**src/rtl/proj_lane_chk_rdy_throttle.sv**
```systemverilog
// Ready throttle: rdy is high for X cycles, then low for one cycle (X=0: always high).
// The pattern starts on the first enabled edge, so phase 0 lines up with the first ready cycle.
module proj_rdy_throttle #(
  parameter int X = 2
) (
  input  logic chkclk,
  input  logic chkrst,
  input  logic en,
  output logic rdy
);

  localparam int TW = (X < 1) ? 1 : $clog2(X + 1);

  logic [TW-1:0] thr;

  always_ff @(posedge chkclk or posedge chkrst) begin
    if (chkrst) begin
      thr <= '0;
      rdy <= 1'b0;
    end else if (en) begin
      // NOTE: non-blocking, so rdy is decoded from thr as it was before this edge;
      // rdy is therefore a registered copy of (thr < X) for the phase just entered.
      rdy <= (X == 0) || (thr < TW'(X));
      thr <= (thr == TW'(X)) ? '0 : thr + 1'b1;
    end
  end

endmodule

```
**config.mk**
```make
export PLATFORM = sky130hd
export DESIGN_NAME = proj_rdy_throttle
export DESIGN_NICKNAME = d
export VERILOG_FILES = /design/src/rtl/proj_lane_chk_rdy_throttle.sv
export SDC_FILE = /design/constraint.sdc
export NUM_CORES = 1
export LEC_CHECK = 0
export ABC_AREA = 1
export CORE_AREA = 2 2 39 41
export CTS_CLUSTER_DIAMETER = 40
export DETAILED_ROUTE_END_ITERATION = 10
export DIE_AREA = 0 0 41 43
export SKIP_CTS_REPAIR_TIMING = 1
export SLEW_MARGIN = 40
export SYNTH_ARGS = -nofsm -noshare
export SYNTH_HDL_FRONTEND = slang
export SYNTH_SLANG_ARGS = --single-unit
```
**constraint.sdc**
```tcl
create_clock -name chkclk -period 0.8 [get_ports chkclk]
set_input_delay 0.24 -clock chkclk [delete_from_list [all_inputs] [get_ports chkclk]]
set_output_delay 0.24 -clock chkclk [all_outputs]
set_load 0.01 [all_outputs]
```
After elaboration in Yosys (flattened, before gate mapping)
Index checks and enable logic that the tools add are counted.

Flip-flop bits (word level): 3. Output and inout port bits: 1.

Add/subtract/negate cells: 1. Order comparisons: 1. Eq/ne operators: 1. Multiplexer cells: 1.

Operator list (count): $add 2x1->2 const B (1); $eq 2x2->1 const B (1); $lt 2x2->1 const B (1); $mux 2 (1).

Logic depth before layout (Yosys ltp)
Depth in word-level cells: 2. Gate-level depth with buffers: 3.

Least setup slack after synthesis
No wires, ideal clock.

Path type: register to register. From: register rdy (netlist name). To: register rdy. Setup time: 0.120 ns. Arrival: 0.519 ns. Data required time: 0.680 ns. Path slack: 0.161 ns. Stages on the path, launching flop included: 3. Period minus slack after synthesis: 0.639 ns. Cells stage by stage: dfrtp_1 -> nand2_1 -> o21ai_2.

RTL lines: end signal: assignment (RTL line 23) `rdy <= (X == 0) || (thr < TW'(X));`; end: declaration (RTL line 9) `output logic rdy`.

Worst setup path after layout
From: register rdy. To: output rdy.

No word-level cell between the ends.

==> run_summary.xml <==
<?xml version="1.0" encoding="UTF-8"?>
<metrics>
  <group name="outcome">
    <metric name="outcome" unit="">finished, violations left</metric>
    <metric name="failed_checks" unit="">setup timing</metric>
  </group>
  <group name="timing">
    <metric name="worst_slew_pin_slew" unit="ns">0.143</metric>
    <metric name="final-max-slew-violation-count" unit="">0</metric>
    <metric name="final.setup.tns" unit="ns">-0.154</metric>
    <metric name="fin_hold_ws" unit="ns">0.176</metric>
    <metric name="fmax" unit="MHz">1050</metric>
    <metric name="max_slew_margin" unit="">0.905</metric>
    <metric name="finalHoldViolCount" unit="">0</metric>
    <metric name="finalCriticalPeriod" unit="ns">0.954</metric>
    <metric name="layout_worst_path_cycle_share" unit="">1.19</metric>
    <metric name="grt_setup_unrepaired" unit="">true</metric>
    <metric name="postLayoutSetupSlackWorst" unit="ns">-0.154</metric>
    <metric name="finClkSkew" unit="ns">0.000825</metric>
    <metric name="report.final.setup_viol" unit="">1</metric>
  </group>
  <group name="setup_path">
    <metric name="endpoint_kind" unit="">primary output</metric>
    <metric name="worstReg2RegStart" unit="">thr[1]</metric>
    <metric name="setup.worst_path.start_class" unit="">flop</metric>
    <metric name="cpPeakStageDelay" unit="ns">0.36</metric>
    <metric name="worstPathMaxFanout" unit="">2</metric>
    <metric name="critical_path.cell_chain" unit="">clkbuf_2</metric>
    <metric name="cp.required" unit="ns">0.56</metric>
    <metric name="cp_num_buf_inv" unit="">1</metric>
    <metric name="critical_path_class" unit="">flop to primary output</metric>
    <metric name="timing.critical_path.max_delay_family" unit="">flip-flops</metric>
    <metric name="r2r.worst_path.cells" unit="">3</metric>
    <metric name="critPathSlowestCell" unit="">dfrtp_1</metric>
    <metric name="critPathArrivalTime" unit="ns">0.71</metric>
    <metric name="crit-reg2reg-capture" unit="">thr[0]</metric>
    <metric name="reg_to_reg_slack_setup" unit="ns">0.12</metric>
  </group>
  <group name="final_layout">
    <metric name="layout.cells.most_common" unit="">nand2_1</metric>
    <metric name="sequential_cell_area" unit="um2">75.1</metric>
    <metric name="stdcell_count" unit="">38</metric>
    <metric name="multi_input_comb_area" unit="um2">40.0</metric>
    <metric name="areaGrowthSynthToFinish" unit="%">58.4</metric>
    <metric name="final_layout_size_suffix_gt1_frac" unit="">0.273</metric>
    <metric name="layout_common_cells" unit="">6 x nand2_1, 3 x clkbuf_4, 3 x dfrtp_1, 2 x inv_1</metric>
    <metric name="final_design_area_no_fill" unit="um2">200</metric>
    <metric name="antenna_cells" unit="">0</metric>
    <metric name="fillerInstances" unit="">161</metric>
    <metric name="utilization" unit="">0.145</metric>
    <metric name="nNetsFinal" unit="">26</metric>
  </group>
  <group name="power_and_ir_drop">
    <metric name="p_leak" unit="nW">0.108</metric>
    <metric name="proportion_of_total_power_due_to_net_switching" unit="">0.276</metric>
    <metric name="combPwrFrac" unit="">0.180</metric>
    <metric name="power.total" unit="uW">612</metric>
    <metric name="power_frac_clock" unit="">0.418</metric>
    <metric name="ir_drop" unit="mV">0.389</metric>
    <metric name="power_density_relative_to_cell_area" unit="nW/um2">3060</metric>
    <metric name="p_sw" unit="uW">169</metric>
    <metric name="share_seq_of_total_power" unit="">0.401</metric>
    <metric name="internal_power" unit="uW">443</metric>
  </group>
  <group name="floorplan">
    <metric name="design.portCount" unit="">4</metric>
    <metric name="dieArea" unit="um2">1760</metric>
    <metric name="cell_row_count" unit="">14</metric>
    <metric name="die_x" unit="um">41</metric>
    <metric name="die_y" unit="um">43</metric>
    <metric name="coreArea" unit="um2">1380</metric>
    <metric name="initial_core_util" unit="">0.0913</metric>
  </group>
  <group name="clock_network">
    <metric name="numClockSinks" unit="">3</metric>
    <metric name="clk_latency" unit="ns">0.23</metric>
    <metric name="cts_root_buf" unit="">clkbuf_4</metric>
    <metric name="tritoncts.num_buffers" unit="">3</metric>
    <metric name="clock_tree.buffer_depth" unit="">2</metric>
    <metric name="cts_tree" unit="">built</metric>
    <metric name="cts.htree.levels" unit="">1</metric>
    <metric name="clock_pin_slew_worst_setup_and_hold_paths" unit="ns">0.03</metric>
  </group>
  <group name="global_routing">
    <metric name="grt_pass1_wl" unit="um">317</metric>
    <metric name="maximum_number_of_pins_on_one_net_before_global_route_repair" unit="">5</metric>
    <metric name="grt_overflow" unit="">0</metric>
    <metric name="track_usage" unit="">0.0371</metric>
    <metric name="antenna_found_initial" unit="">0</metric>
    <metric name="first_global_vias" unit="">98</metric>
  </group>
  <group name="min_path">
    <metric name="worst_hold_path_type" unit="">primary input to async pin</metric>
  </group>
  <group name="place">
    <metric name="dp_hpwl" unit="um">176</metric>
    <metric name="routabilityCongestion" unit="">0.491</metric>
    <metric name="dp_worst_setup_slack" unit="ns">-0.294</metric>
    <metric name="number_of_buffers_inserted_by_port_buffering" unit="">3</metric>
    <metric name="placed_cells" unit="">34</metric>
    <metric name="post_dp_cell_area" unit="um2">176</metric>
  </group>
  <group name="synth">
    <metric name="ys_seq_elements" unit="">3</metric>
    <metric name="synthAdderAreaFrac" unit="">0</metric>
    <metric name="synth_simple_gate_area_share" unit="">0.248</metric>
    <metric name="synth_area_in_compound_gates" unit="">0.0693</metric>
    <metric name="synth_top_family_by_area" unit="">simple AND/OR/NAND/NOR gates</metric>
    <metric name="synth_xor_area_frac" unit="">0</metric>
    <metric name="yosys_warnings" unit="">0</metric>
    <metric name="synth_area_per_cell" unit="um2">8.42</metric>
    <metric name="synth.area.mux_share" unit="">0</metric>
    <metric name="synth.yosys.seq_area_share" unit="">0.594</metric>
    <metric name="post_synth_num_cell_types" unit="">6</metric>
    <metric name="synthesis.area" unit="um2">126</metric>
    <metric name="syn-num-nets" unit="">18</metric>
    <metric name="syn_inst" unit="">15</metric>
  </group>
  <group name="drt">
    <metric name="wl" unit="um">232</metric>
    <metric name="firstDrtPassIters" unit="">2</metric>
    <metric name="avgViaCountPerCell" unit="">2.92</metric>
    <metric name="remaining_drc_errors" unit="">0</metric>
    <metric name="detail_route.wl_per_cell" unit="um">6.11</metric>
    <metric name="final_antenna_net_count" unit="">0</metric>
    <metric name="detailedRoute.firstIterationViolations" unit="">2</metric>
    <metric name="num_vias" unit="">111</metric>
  </group>
  <group name="run">
    <metric name="max-cap-violations" unit="">0</metric>
  </group>
</metrics>
==> cells by family after synthesis <==
family,Yosys count
AND/OR/NAND/NOR,8
buffers and inverters,3
flip-flops,3
AO/OA/AOI/OAI,1
==> cell type report <==
cell class / count / share of cell area
sequential: 3 / 0.375
multi-input combinational: 9 / 0.200
timing repair buffer: 3 / 0.137
clock buffer: 4 / 0.131
tap: 16 / 0.100
inverter: 3 / 0.0562
==> power groups by stage <==
stage,Sequential [mW],Clock (mW),Combinational (mW)
final,0.246,0.256,0.111
after global routing,0.254,0.286,0.130
after CTS,0.247,0.274,0.126
after detailed placement,0.249,0,0.126
after global placement,0.245,0,0.122
after floorplan,0.249,0,0.0692
==> registers in the layout, summed over array words and instances (netlist names) <==
| register | count |
|---|---|
| thr | 2 |
| rdy | 1 |
==> cell usage after synthesis <==
master	instances	area [um2]
nand3_1	1	5.00
inv_1	3	11.3
nor2_1	1	3.75
dfrtp_1	3	75.1
nand2_1	6	22.5
o21ai_2	1	8.76
==> how the worst max path moves through the flow <==
stage / startpoint / to / cells past startpoint
after floorplan: rdy / rdy / 2
after global placement: rdy / rdy / 1
after detailed placement: rdy / rdy / 1
after CTS: rdy / rdy / 1
after global routing: rdy / rdy / 1
final: rdy / rdy / 1
==> routing by layer <==
metal	track usage	vias up	part of all wire
li1	-	59	-
met1	0.0160	50	0.32
met2	0.0438	2	0.62
met3	0.0157	0	0.060
met4	0.100	0	0
met5	0	-	0
==> worst reg2reg max path: stages, from the launching register on <==
cell,delay (ns)
dfrtp_1,0.40
nor2_1,0.10
nand2_1,0.06
nand2_1,0.05
(Power assumes the default switching activity.)
